<file path="src/rtl/writeback_arbiter.sv">
// writeback_arbiter: round-robin write-back controller for a small register
// array. Three producers (0 = ALU, 1 = load, 2 = immediate) compete for one
// write port through a valid/ready handshake; two combinational read ports
// serve the datapath.
module writeback_arbiter #(
  parameter int DATA_W   = 8,
  parameter int NUM_REGS = 4,
  parameter int ADDR_W   = 2
) (
  input  logic                  clk,
  input  logic                  reset,
  input  logic [2:0]            req_valid,
  output logic [2:0]            req_ready,
  input  logic [3*ADDR_W-1:0]   req_addr,
  input  logic [3*DATA_W-1:0]   req_data,
  input  logic [ADDR_W-1:0]     rd_addr_a,
  output logic [DATA_W-1:0]     rd_data_a,
  input  logic [ADDR_W-1:0]     rd_addr_b,
  output logic [DATA_W-1:0]     rd_data_b,
  output logic [1:0]            last_grant,
  output logic                  last_grant_vld
);

  logic [DATA_W-1:0] regs [NUM_REGS];
  logic [1:0]        rr_ptr;

  logic              grant_vld;
  logic [1:0]        grant_idx;
  logic [ADDR_W-1:0] wr_addr;
  logic [DATA_W-1:0] wr_data;

  // Pick the first valid requester starting at rr_ptr and wrapping mod 3.
  always_comb begin
    // NOTE: every output of this block gets a default first so no path
    // through the loop can leave a value unassigned and infer a latch.
    grant_vld = 1'b0;
    grant_idx = 2'd0;
    for (int k = 0; k < 3; k++) begin
      int cand;
      cand = int'(rr_ptr) + k;
      if (cand >= 3) cand = cand - 3;
      if (!grant_vld && req_valid[cand]) begin
        grant_vld = 1'b1;
        grant_idx = 2'(cand);
      end
    end
  end

  // Route the granted requester's address and data to the write port.
  always_comb begin
    wr_addr = req_addr[grant_idx*ADDR_W +: ADDR_W];
    wr_data = req_data[grant_idx*DATA_W +: DATA_W];
  end

  // Zero-latency one-hot grant; suppressed while reset is held.
  assign req_ready = (grant_vld && !reset) ? (3'b001 << grant_idx) : 3'b000;

  // Combinational reads with no write-to-read bypass; out-of-range reads 0.
  assign rd_data_a = (int'(rd_addr_a) < NUM_REGS) ? regs[rd_addr_a] : '0;
  assign rd_data_b = (int'(rd_addr_b) < NUM_REGS) ? regs[rd_addr_b] : '0;

  // Commit the granted write, advance the pointer, record the grant.
  always_ff @(posedge clk) begin
    if (reset) begin
      // NOTE: the array is cleared on reset because the datapath relies on
      // reading zeros afterwards; this rules out a plain RAM macro.
      for (int i = 0; i < NUM_REGS; i++) regs[i] <= '0;
      rr_ptr         <= 2'd0;
      last_grant     <= 2'd0;
      last_grant_vld <= 1'b0;
    end else begin
      // NOTE: non-blocking assignments keep every register sampling
      // pre-edge values, so reads this cycle still see the old contents.
      last_grant_vld <= grant_vld;
      if (grant_vld) begin
        last_grant <= grant_idx;
        rr_ptr     <= (grant_idx == 2'd2) ? 2'd0 : 2'(grant_idx + 2'd1);
        // Writes to addresses beyond the array are accepted and dropped.
        if (int'(wr_addr) < NUM_REGS) regs[wr_addr] <= wr_data;
      end
    end
  end

endmodule

</file>
<file path="config.mk">
export PLATFORM = sky130hd
export DESIGN_NAME = writeback_arbiter
export DESIGN_NICKNAME = d
export VERILOG_FILES = /design/src/rtl/writeback_arbiter.sv
export SDC_FILE = /design/constraint.sdc
export NUM_CORES = 1
export LEC_CHECK = 0
export CORE_ASPECT_RATIO = 0.9
export CORE_UTILIZATION = 35
export CTS_CLUSTER_SIZE = 24
export DETAILED_ROUTE_END_ITERATION = 10
export DONT_BUFFER_PORTS = 1
export SYNTH_ARGS = -nofsm -noshare
export SYNTH_HDL_FRONTEND = slang
export SYNTH_SLANG_ARGS = --single-unit
</file>
<file path="constraint.sdc">
create_clock -name clk -period 7.89 [get_ports clk]
set_clock_uncertainty 0.1 [all_clocks]
set_input_delay 2.367 -clock clk [delete_from_list [all_inputs] [get_ports clk]]
set_output_delay 2.367 -clock clk [all_outputs]
set_load 0.05 [all_outputs]
</file>
======== After elaboration in Yosys (flattened, before gate mapping) ========
Memory sizes are Yosys's and may differ from the RTL's.
Index checks and enable logic that the tools add are counted.
storage, ports and cells
  register bits after elaboration ......... 5
  bits in latches ......................... 0
  RAM bits ................................ 32
  bits in read-only memories .............. 0
  input bits .............................. 39
  word-level logic and storage cells ...... 55
  memories kept ........................... 1
memory list
  name  depth  bits a word  read ports  clocked after memory_dff  wr ports  line  RTL
  regs  4      8            2           0                         4         24    logic [DATA_W-1:0] regs [NUM_REGS];
operators by class
  add/subtract/negate cells ............... 6
  multiply operators ...................... 0
  divide/modulo/power cells ............... 0
  magnitude comparators ................... 6
  equality and inequality tests ........... 1
  shifts and indexed selects .............. 3
  multiplexer cells ....................... 28
  bitwise gates (word level) .............. 0
  reduce and logical (&&, ||, !) cells .... 7
operator list
  operator                                              count
  < comparator 32 x 4 -> 1 bit (second input constant)  3
  two-way mux 32 bit                                    3
  variable part select 24 x 6 -> 8 bit                  1
  two-way mux 1 bit                                     15
  two-way mux 2 bit                                     5
  two-way mux 8 bit                                     1
  OR reduction 8 bit                                    1
  subtractor 3 x 2 -> 4 bit (second input constant)     2
  binary-select mux 1 bit (select 2 bit)                3
  >= comparator 3 x 2 -> 1 bit (second input constant)  2
  variable part select 6 x 4 -> 2 bit                   1
  adder 2 x 1 -> 3 bit (second input constant)          1
  adder 2 x 2 -> 3 bit (second input constant)          1
  logical AND 1 bit                                     3
  zero test 1 bit                                       3
  two-way mux 3 bit                                     1
  left shift 1 x 2 -> 3 bit (first input constant)      1
  subtractor 2 x 2 -> 3 bit (second input constant)     1
  adder 2 x 1 -> 2 bit (second input constant)          1
  equality test 2 bit (second input constant)           1
  >= comparator 2 bit (second input constant)           1

======== Longest topological paths before layout ========
Gate-level depths: netlist of the first run.
  depth after elaboration ................. 17
  mapped depth ............................ 12
  mapped depth without buffers ............ 10

======== Least setup slack after synthesis of the first run ========
OpenSTA, ideal clock, no wires.
  path kind ............................... input-to-output
  start ................................... input req_valid[1]
  end ..................................... output req_ready[0]
  arrival time ............................ 4.530 ns
  data required time ...................... 5.423 ns
  path slack .............................. 0.893 ns
  stages on the path ...................... 9
  cells stage by stage .................... mux2i_1 > o21a_2 > and3_1 > clkbuf_1 > inv_1 > nand2_1 > buf_2 > buf_2 > nor3_1
between the ends
  longest elaborated chain between the ends .. 12
  elaborated cells on any way between the ends .. 22
RTL lines
  element                                                         line  RTL
  start, declared                                                 12    input logic [2:0] req_valid,
  binary-select mux 1 bit (select 2 bit)                          42    if (!grant_vld && req_valid[cand]) begin
  two-way mux 1 bit (implied by the code) (2 in series)           42
  two-way mux 1 bit                                               42
  zero test 1 bit                                                 42
  logical AND 1 bit                                               42
  two-way mux 1 bit                                               42
  zero test 1 bit                                                 42
  logical AND 1 bit                                               42
  two-way mux 2 bit or two-way mux 1 bit (tied branches)          42
  left shift 1 x 2 -> 3 bit or logical AND 1 bit (tied branches)  56    assign req_ready = (grant_vld && !reset) ? (3'b001 << grant_idx) : 3'b000;
  two-way mux 3 bit *                                             56
  end, declared                                                   13    output logic [2:0] req_ready,
Every way passes the cells marked *; elsewhere a longest branch is shown, timed or not. The select of a mux whose other input is x is not followed.

======== Worst setup path after layout of the first run ========
  start ................................... input req_valid[0]
  end ..................................... output req_ready[2]
The elaborated chain is that of the path after synthesis.

==> summary.md, run 1 <==
| Metric | Value |
|---|---|
| Wire per inst | 19.3 um |
| Critical path arrival | 4.21 ns |
| Port Buffers | 0 |
| Root buffer cell | clkbuf_8 |
| Max-slew violation count | 0 |
| Post-DRT Antenna Nets | 0 |
| Compound-Gate Fraction of Synth Area | 18.9% |
| Post-layout min period | 6.67 ns |
| Synth warn | 0 |
| Setup TNS | 0 ns |
| Pre-antenna DRT Iters | 4 |
| Setup Buffers After CTS | 0 |
| Worst r2r src | rr_ptr[0] |
| Fillers | 728 |
| Clock transition at the registers of the reported paths | 0.07 ns |
| Final Setup Violations | 0 |
| Synthesized instance count | 224 |
| Rows | 30 |
| Async set-reset flop share out of synthesis | 0% |
| GRT Overall Usage | 15.7% |
| Worst setup EP type | primary output |
| DR vias/cell | 5.85 |
| Post-Synth Adder-Cell Area | 1.81% |
| Flops & latches, synth | 37 |
| Synthesized area per cell | 12.4 um^2 |
| Final period util | 84.6% |
| Hold path cells | 2 |
| N_diodes | 0 |
| EDFF count, synth | 32 |
| # DRC | 0 |
| Final Hold Vio Count | 0 |
| Largest fanout on the critical path | 6 |
| Synth cell types | 53 |
| MaxCap Viol Count | 0 |
| Initial antenna violation count | 0 |
| Mux contribution to synthesized area | 15.5% |
| Clock Sinks | 37 |
| Layout cell share with drive strength beyond 1 | 31.3% |
| Worst min-delay path category | flop to flop |
| Initial DRC Count | 182 |
| Width of the die | 95.8 um |
| Nets | 259 |
| CP Class | input pin to primary output |
| Synthesized net count | 267 |
| FF-to-FF path depth | 8 |
| GPL Wtd Cong | 0.854 |
| Rel. slew slack | 34.7% |
| Die Span Y | 86.4 um |
| Ports | 61 |
| Top FF cell, synth | edfxtp_1 |
| Synth top area share | 34.7% |
| Unrepaired setup endpoints after global routing | false |
| Seq/Total Area, Yosys | 38.3% |
| CP startpoint kind | input pin |
| Hold buffers post-CTS | 0 |
| XOR/XNOR Fraction of Synth Area | 0% |
| Critical path required time | 5.42 ns |
| Status | completed |
| R2r setup slk | 3.84 ns |
| Vias in the first global route | 1811 |
| Cts repair resizes | 0 |
| Largest family of logic cells by synthesized area | simple AND/OR/NAND/NOR gates |
| Reg-to-Reg End | regs[3][0] |
| Top cells by area, synth | edfxtp_1, mux4_2, nor4_2 |
| Total global routing overflow | 0 |
| CTS tree | built |
| Clock buffer depth | 2 |
| H-tree levels | 2 |
| Fmax | 150 MHz |
| Total Die Area | 8270 um^2 |
| DP HPWL | 4510 um |
| Routed Wire Length | 6050 um |
| P&R area growth vs syn | 5.83% |
| CTS buffer count | 5 |
| Worst-Margin Slew | 0.979 ns |
| End of the worst hold path | rr_ptr[0] |
| Cell Area, Synth | 2770 um^2 |
| Worst skew pair latency | 0.29 ns |
| Hold_sp | rr_ptr[0] |
| Vias post-DR | 1830 |
| First-pass GRT wire length | 9680 um |
| Post-synthesis simple-gate area fraction | 19.6% |
| Initial Util | 36.4% |
| Cell taking the most area after synthesis | edfxtp_1 |
| Largest net degree at the start of global routing | 27 |
| Core area | 7620 um^2 |
flip-flops by register name, summed over array words and instances, names as in the netlist:
signal	flops
regs	32
last_grant	2
rr_ptr	2
last_grant_vld	1
cell usage after synthesis (5+ instances only):
cell type and instances:
mux4_2 16, and3_1 11, nor3_1 5, nand2_1 5, buf_6 7, nor2_1 13
edfxtp_1 32, a21boi_0 9, a21oi_1 6, o31ai_2 8, dfxtp_1 5, nor3_2 5
a21o_1 11, clkbuf_1 6, inv_1 6, nor4_2 13
final cells by class:
class	instances	area [um^2]	area share, %
clock buffer	5	68.8	2.35
clock inverter	3	68.8	2.35
inverter	6	22.5	0.768
multi-input combinational	161	1550	53.0
sequential	37	1060	36.2
tap	96	120	4.10
timing repair buffer	5	37.5	1.28
stage by stage:
stage	std cells	hold slack [ns]	util [%]	area, um^2	worst slack [ns]
global placement	305	0.400	36.7	2790	1.25
finish	313	0.421	38.5	2930	1.22
CTS	313	0.418	38.5	2930	1.25
detailed placement	305	0.407	36.7	2790	1.26
floorplan	224	0.360	-	2770	0.893
global route	313	0.445	38.5	2930	1.12
worst max path at each step:
stage	cells after the start	slack [ns]	endpoint	start
after floorplan	9	0.89	req_ready[0]	req_valid[1]
after global placement	5	1.25	req_ready[2]	req_valid[0]
after detailed placement	5	1.26	req_ready[2]	req_valid[0]
after CTS	5	1.25	req_ready[2]	req_valid[0]
after global routing	5	1.12	req_ready[2]	req_valid[0]
final	5	1.22	req_ready[2]	req_valid[0]
cell usage in the layout (no fill, tap or decap), types with 3 or more instances in the layout:
| cell type | synthesis | routed |
|---|---|---|
| edfxtp_1 | 32 | 32 |
| nor3_2 | 5 | 6 |
| buf_4 | 2 | 5 |
| clkbuf_8 | 0 | 5 |
| mux4_2 | 16 | 16 |
| dfxtp_1 | 5 | 5 |
| a21oi_1 | 6 | 6 |
| a21o_1 | 11 | 11 |
| nand3b_1 | 4 | 4 |
| nor3_1 | 5 | 4 |
| nand2_1 | 5 | 5 |
| o31ai_1 | 3 | 3 |
| nand2b_1 | 4 | 4 |
| a21boi_0 | 9 | 9 |
| inv_1 | 6 | 6 |
| o21ai_0 | 4 | 4 |
| o21a_1 | 4 | 4 |
| and3_1 | 11 | 11 |
| nor2_1 | 13 | 13 |
| ha_1 | 4 | 4 |
| o31ai_2 | 8 | 8 |
| nor2b_1 | 3 | 3 |
| mux2i_1 | 3 | 3 |
| nor4_2 | 13 | 13 |
layer usage:
metal | vias up | routed length [um] | track usage [%]
met1 | 860 | 2770 | 22.2
met2 | 80 | 2690 | 24.0
met3 | 9 | 509 | 3.95
met4 | 0 | 70 | 4.07
met5 | - | 0 | 0
li1 | 881 | - | -
logic make-up after synthesis:
kind of cell / count (synthesis)
AOI/OAI and AO/OA: 61
adders and majority gates: 4
buffers and inverters: 26
DFF: 37
muxes: 22
and+or+nand+nor: 74
worst max-delay path, stage by stage:
cell,delay [ns]
mux2_4,0.27
mux2_2,0.29
a311oi_1,0.40
nor2_1,0.16
nor2_1,0.70
Power of run 1 is left out: the tool's default activity adds up to more than one toggle a clock period on the data nets, which glitch-free logic cannot reach.
==> inputs of run 2 (changes only) <==
==> constraint.sdc (replaced) <==
create_clock -name clk -period 7 [get_ports clk]
set_clock_uncertainty 0.1 [all_clocks]
set_input_delay 2.1 -clock clk [delete_from_list [all_inputs] [get_ports clk]]
set_output_delay 2.1 -clock clk [all_outputs]
set_load 0.05 [all_outputs]
==> run 2 against run 1 <==
Compared with the run above:
- routed wire length grew 1.5%
- hold slack got worse by 0.019 ns
- worst setup slack lost 0.21 ns
- sequential cell count is the same
- die area unchanged
- critical path depth up 1
- critical endpoint is now req_ready[0]
==> summary.md, run 2 (same netlist as run 1, synthesis figures left out) <==
| Metric | Value |
|---|---|
| Cts repair resizes | 0 (unchanged) |
| Hold buffers post-CTS | 0 (unchanged) |
| Largest register FFs | 32 (unchanged) |
| CTS buffer count | 5 (unchanged) |
| Largest net degree at the start of global routing | 27 (unchanged) |
| Status | completed (unchanged) |
| Critical path origin | req_valid[1] (was req_valid[0]) |
| Initial DRC Count | 95 (was 182) |
| Commonest cells after routing, fill and taps aside | edfxtp_1, mux4_2, nor2_1, nor4_2 (unchanged) |
| Routed Wire Length | 6140 um (was 6050 um) |
| Root buffer cell | clkbuf_8 (unchanged) |
| Worst min-delay path category | flop to flop (unchanged) |
| Hold_sp | rr_ptr[0] (unchanged) |
| DR WL met2 | 2770 um (was 2690 um) |
| Nets | 260 (was 259) |
| Layout cell share with drive strength beyond 1 | 31.7% (was 31.3%) |
| Largest registers | regs x32, last_grant x2, rr_ptr x2 (unchanged) |
| DR vias/cell | 5.89 (was 5.85) |
| GRT Overall Usage | 15.7% (about the same) |
| GPL Wtd Cong | 0.800 (was 0.854) |
| Initial Util | 36.4% (unchanged) |
| MaxCap Viol Count | 0 (unchanged) |
| Wire per inst | 19.6 um (was 19.3 um) |
| Fmax | 167 MHz |
| P&R area growth vs syn | 4.25% (was 5.83%) |
| Worst r2r src | rr_ptr[1] (was rr_ptr[0]) |
| Multi-input logic area | 1550 um^2 (unchanged) |
| Clock transition at the registers of the reported paths | 0.07 ns (about the same) |
| # DRC | 0 (unchanged) |
| Pre-antenna DRT Iters | 4 (unchanged) |
| DP Worst Slack | 1.04 ns (was 1.26 ns) |
| Max-slew violation count | 0 (unchanged) |
| DP HPWL | 4680 um (was 4510 um) |
| Setup TNS | 0 ns (unchanged) |
| Vias in the first global route | 1833 (was 1811) |
| Vias post-DR | 1851 (was 1830) |
| Clock buffer depth | 2 (unchanged) |
| Post-layout min period | 5.99 ns |
| Initial antenna violation count | 0 (unchanged) |
| Fillers | 761 (was 728) |
| Total Die Area | 8270 um^2 (unchanged) |
| CP startpoint kind | input pin (unchanged) |
| Ports | 61 (unchanged) |
| Reg area | 1060 um^2 (unchanged) |
| Final period util | 85.6% |
| Final Hold Vio Count | 0 (unchanged) |
| CTS tree | built (unchanged) |
| Worst skew pair latency | 0.29 ns (about the same) |
| R2r setup slk | 2.93 ns (was 3.84 ns) |
| N_diodes | 0 (unchanged) |
| CP Class | input pin to primary output (unchanged) |
| Die Span Y | 86.4 um (unchanged) |
| Post-DRT Antenna Nets | 0 (unchanged) |
| Min setup slack post-route | 1.01 ns (was 1.22 ns) |
| Largest fanout on the critical path | 12 (was 6) |
| Worst setup EP type | primary output (unchanged) |
| First-pass GRT wire length | 9650 um (was 9680 um) |
| Top Layer Used | met4 (unchanged) |
| Rows | 30 (unchanged) |
| Critical path arrival | 3.79 ns (was 4.21 ns) |
| H-tree levels | 2 (unchanged) |
| Post-Route M1 WL | 2650 um (was 2770 um) |
| Setup Buffers After CTS | 0 (unchanged) |
| Worst-Margin Slew | 1.00 ns (was 0.979 ns) |
| Unrepaired setup endpoints after global routing | false (unchanged) |
| Final Setup Violations | 0 (unchanged) |
| Largest Register | regs (unchanged) |
| Port Buffers | 0 (unchanged) |
| Most common cell after layout, fill and taps aside | edfxtp_1 (unchanged) |
| Final cell utilization of the core | 37.9% (was 38.5%) |
| Clock Sinks | 37 (unchanged) |
| Critical path required time | 4.80 ns (was 5.42 ns) |
| Core area | 7620 um^2 (unchanged) |
| Width of the die | 95.8 um (unchanged) |
| Total global routing overflow | 0 (unchanged) |
| Rel. slew slack | 33.2% (was 34.7%) |
| Met3 WL | 651 um (was 509 um) |
| Hold_ws | 0.403 ns (was 0.421 ns) |
-- run 2: worst paths after layout --
check | endpoint | depth (start not counted)
setup / recovery | req_ready[0] | 6
hold / removal | rr_ptr[0] | 2
setup reg to reg | regs[3][2] | 8
hold reg to reg | rr_ptr[0] | 2
-- run 2: layout make-up --
class | instances | share of cell area, %
multi-input cells | 161 | 53.8
flip-flops and latches | 37 | 36.7
well taps | 96 | 4.16
inverters | 6 | 0.780
clock buffers | 5 | 2.38
repair buffers | 6 | 1.56
clock inverters | 3 | 0.607
-- run 2: worst max-delay path, stage by stage --
cell and delay (ns):
mux2i_1 0.23, o21a_2 0.24, a311o_1 0.56, nand2_4 0.25, nor3_2 0.18, buf_4 0.22
-- run 2: stage by stage --
stage / cell area (um^2) / instances
final: 2890 / 314
after global routing: 2890 / 314
after CTS: 2890 / 314
after detailed placement: 2800 / 306
after global placement: 2800 / 306
after floorplan: 2770 / 224
-- run 2: metal layers --
layer  vias to the layer above  track usage [%]
li1                        878                -
met1                       881             21.1
met2                        85             24.5
met3                         7             4.82
met4                         0             4.07
met5                         -                0
Power of run 2 is left out for the same reason.
==> inputs of run 3 (changes only) <==
--- a/config.mk
+++ b/config.mk
@@ -9,7 +9,8 @@
 export CORE_UTILIZATION = 35
 export CTS_CLUSTER_SIZE = 24
 export DETAILED_ROUTE_END_ITERATION = 10
-export DONT_BUFFER_PORTS = 1
+export GPL_TIMING_DRIVEN = 0
+export PLACE_DENSITY = 0.64
 export SYNTH_ARGS = -nofsm -noshare
 export SYNTH_HDL_FRONTEND = slang
 export SYNTH_SLANG_ARGS = --single-unit
==> run 3 against run 2 <==
Compared with the run above:
- sequential share of layout area fell by 6.8 points
- worst setup slack worse by 0.73 ns
- register-to-register slack improved by 0.48 ns
- routed wire length is 4.2% higher
- cell area grew 23%
- critical path type unchanged
==> summary.md, run 3 (same netlist as run 1, synthesis figures left out) <==
| Metric | Value |
|---|---|
| Core area | 7620 um^2 (unchanged) |
| Vias in the first global route | 1993 (was 1833) |
| Unrepaired setup endpoints after global routing | false (unchanged) |
| Port Buffers | 56 (was 0) |
| Layout cell share with drive strength beyond 1 | 26.8% (was 31.7%) |
| Root buffer cell | clkbuf_8 (unchanged) |
| Fmax | 149 MHz (was 167 MHz) |
| Ports | 61 (unchanged) |
| Setup Buffers After CTS | 0 (unchanged) |
| Reg area | 1060 um^2 (unchanged) |
| CTS tree | built (unchanged) |
| Crit-path max cell delay | 0.54 ns (was 0.56 ns) |
| Largest net degree at the start of global routing | 12 (was 27) |
| Wire per inst | 16.7 um (was 19.6 um) |
| Largest registers | regs x32, last_grant x2, rr_ptr x2 (unchanged) |
| Clock buffer depth | 2 (unchanged) |
| Leak | 1.23 nW |
| Met3 WL | 248 um (was 651 um) |
| Multi-input logic area | 1560 um^2 (was 1550 um^2) |
| End of the worst hold path | last_grant[1] (was rr_ptr[0]) |
| CP startpoint kind | input pin (unchanged) |
| Pre-antenna DRT Iters | 4 (unchanged) |
| Initial DRC Count | 145 (was 95) |
| Largest register FFs | 32 (unchanged) |
| Reg-to-Reg End | regs[2][0] (was regs[3][2]) |
| GRT Overall Usage | 16.5% (was 15.7%) |
| Crit path top cell by count | buf_4 |
| Power Density | 534 nW/um^2 |
| Min setup slack post-route | 0.272 ns (was 1.01 ns) |
| GPL Wtd Cong | 0.794 (was 0.800) |
| Hold_sp | last_grant[1] (was rr_ptr[0]) |
| Post-Route M1 WL | 3250 um (was 2650 um) |
| Max-slew violation count | 0 (unchanged) |
| Commonest cells after routing, fill and taps aside | clkdlybuf4s50_1, edfxtp_1, mux4_2, nor2_1, nor4_2 (was edfxtp_1, mux4_2, nor2_1, nor4_2) |
| DR vias/cell | 5.46 (was 5.89) |
| Final Setup Violations | 0 (unchanged) |
| Clock transition at the registers of the reported paths | 0.07 ns (about the same) |
| Worst setup EP type | primary output (unchanged) |
| CP Class | input pin to primary output (unchanged) |
| DP HPWL | 4990 um (was 4680 um) |
| Peak supply drop | 0.206 mV |
| Most common cell after layout, fill and taps aside | clkdlybuf4s50_1 (was edfxtp_1) |
| Worst skew pair latency | 0.28 ns (was 0.29 ns) |
| Critical path required time | 4.80 ns (about the same) |
| CP Cell Sequence | clkdlybuf4s50_1, mux2_4, mux2i_4, and3_1, inv_1, nand2_1, buf_4, buf_4, nor2_1, clkdlybuf4s15_2 (was mux2i_1, o21a_2, a311o_1, nand2_4, nor3_2, buf_4) |
| Die Span Y | 86.4 um (unchanged) |
| Total Die Area | 8270 um^2 (unchanged) |
| Fin area | 3540 um^2 (was 2890 um^2) |
| Critical path arrival | 4.53 ns (was 3.79 ns) |
| Largest fanout on the critical path | 10 (was 12) |
| R2r setup slk | 3.41 ns (was 2.93 ns) |
| Nets | 330 (was 260) |
| Width of the die | 95.8 um (unchanged) |
| Initial antenna violation count | 0 (unchanged) |
| # DRC | 0 (unchanged) |
| H-tree levels | 2 (unchanged) |
| Total global routing overflow | 0 (unchanged) |
| FF-to-FF path depth | 10 (was 8) |
| Top Layer Used | met4 (unchanged) |
| MaxCap Viol Count | 0 (unchanged) |
| Status | completed (unchanged) |
| Rows | 30 (unchanged) |
| Hold_ws | 0.357 ns (was 0.403 ns) |
| Worst min-delay path category | flop to flop (unchanged) |
| N_diodes | 0 (unchanged) |
| Routed Wire Length | 6400 um (was 6140 um) |
| Power Total | 0.00189 W |
| Hold path cells | 2 (unchanged) |
| DR WL met2 | 2860 um (was 2770 um) |
| Post-layout min period | 6.73 ns (was 5.99 ns) |
| Post-DRT Antenna Nets | 0 (unchanged) |
| Worst r2r src | rr_ptr[0] (was rr_ptr[1]) |
| CTS buffer count | 5 (unchanged) |
| Fillers | 702 (was 761) |
| Critical path's slowest cell | clkdlybuf4s50_1 (was a311o_1) |
| Rel. slew slack | 49.0% (was 33.2%) |
| Final Hold Vio Count | 0 (unchanged) |
| Initial Util | 36.4% (unchanged) |
| Largest Register | regs (unchanged) |
| Vias post-DR | 2091 (was 1851) |
| Clock Sinks | 37 (unchanged) |
| P&R area growth vs syn | 27.9% (was 4.25%) |
| DP Worst Slack | -0.446 ns (was 1.04 ns) |
| Placed cell area | 3450 um^2 (was 2800 um^2) |
| Worst-Margin Slew | 0.760 ns (was 1.00 ns) |
| First-pass GRT wire length | 10300 um (was 9650 um) |
| Final period util | 96.1% (was 85.6%) |
## run 3: cell count changes in the layout (fill, tap and decap cells not counted), sizes merged
cell | before | now
clkdlybuf4s50 | 0 | 53
clkbuf | 5 | 12
clkdlybuf4s15 | 0 | 1
clkinv | 2 | 1
buf | 6 | 15
## run 3: routing by layer
| metal | GRT usage, % | vias up |
|---|---|---|
| met2 | 25.3 | 54 |
| li1 | - | 1022 |
| met3 | 2.54 | 7 |
| met5 | 0 | - |
| met4 | 3.39 | 0 |
| met1 | 24.6 | 1008 |
## run 3: layout make-up
cell class / count / area share (%)
clock inverters: 2 / 0.318
well taps: 96 / 3.39
flip-flops and latches: 37 / 30.0
plain buffers: 19 / 3.96
clock buffers: 5 / 1.94
multi-input cells: 161 / 44.1
inverters: 6 / 0.636
repair buffers: 57 / 15.7
## run 3: worst max path at each step
stage / startpoint / to / slack (ns)
6_report: req_valid[1] / req_ready[2] / 0.27
5_1_grt: req_valid[1] / req_ready[2] / 0.09
4_1_cts: req_valid[1] / req_ready[0] / 0.005
3_5_place_dp: req_valid[1] / req_ready[0] / -0.45
3_3_place_gp: req_valid[1] / req_ready[0] / -0.49
2_1_floorplan: req_valid[1] / req_ready[0] / 0.54
## run 3: critical path, delay by kind of cell
kind          cells  cell delay, ns
simple gates      3            0.47
mux               2            0.56
buf+inv           5            1.38
## run 3: where the power goes
| part | leakage [nW] | internal [W] | switching, W |
|---|---|---|---|
| clock | 0.0377 | 0.0000667 | 0.0000701 |
| sequential | 0.376 | 0.000377 | 0.0000515 |
| combinational | 0.816 | 0.000501 | 0.000826 |
| total | 1.23 | 0.000945 | 0.000948 |
## run 3: through the flow
stage	instances	utilization (%)	TNS (ns)
after CTS	383	46.4	0
after global routing	383	46.5	0
after floorplan	224	-	0
final	383	46.5	0
after detailed placement	376	45.3	-1.06
after global placement	376	45.3	-1.13
## run 3: what timing repair did
action | 4_1_cts | 5_1_grt
cloned | 0 | 0
setup endpoints to repair | 3 | 3
resized for setup | 7 | 6
hold buffers | 0 | 0
No activity file was read; power rests on OpenSTA's default activity.
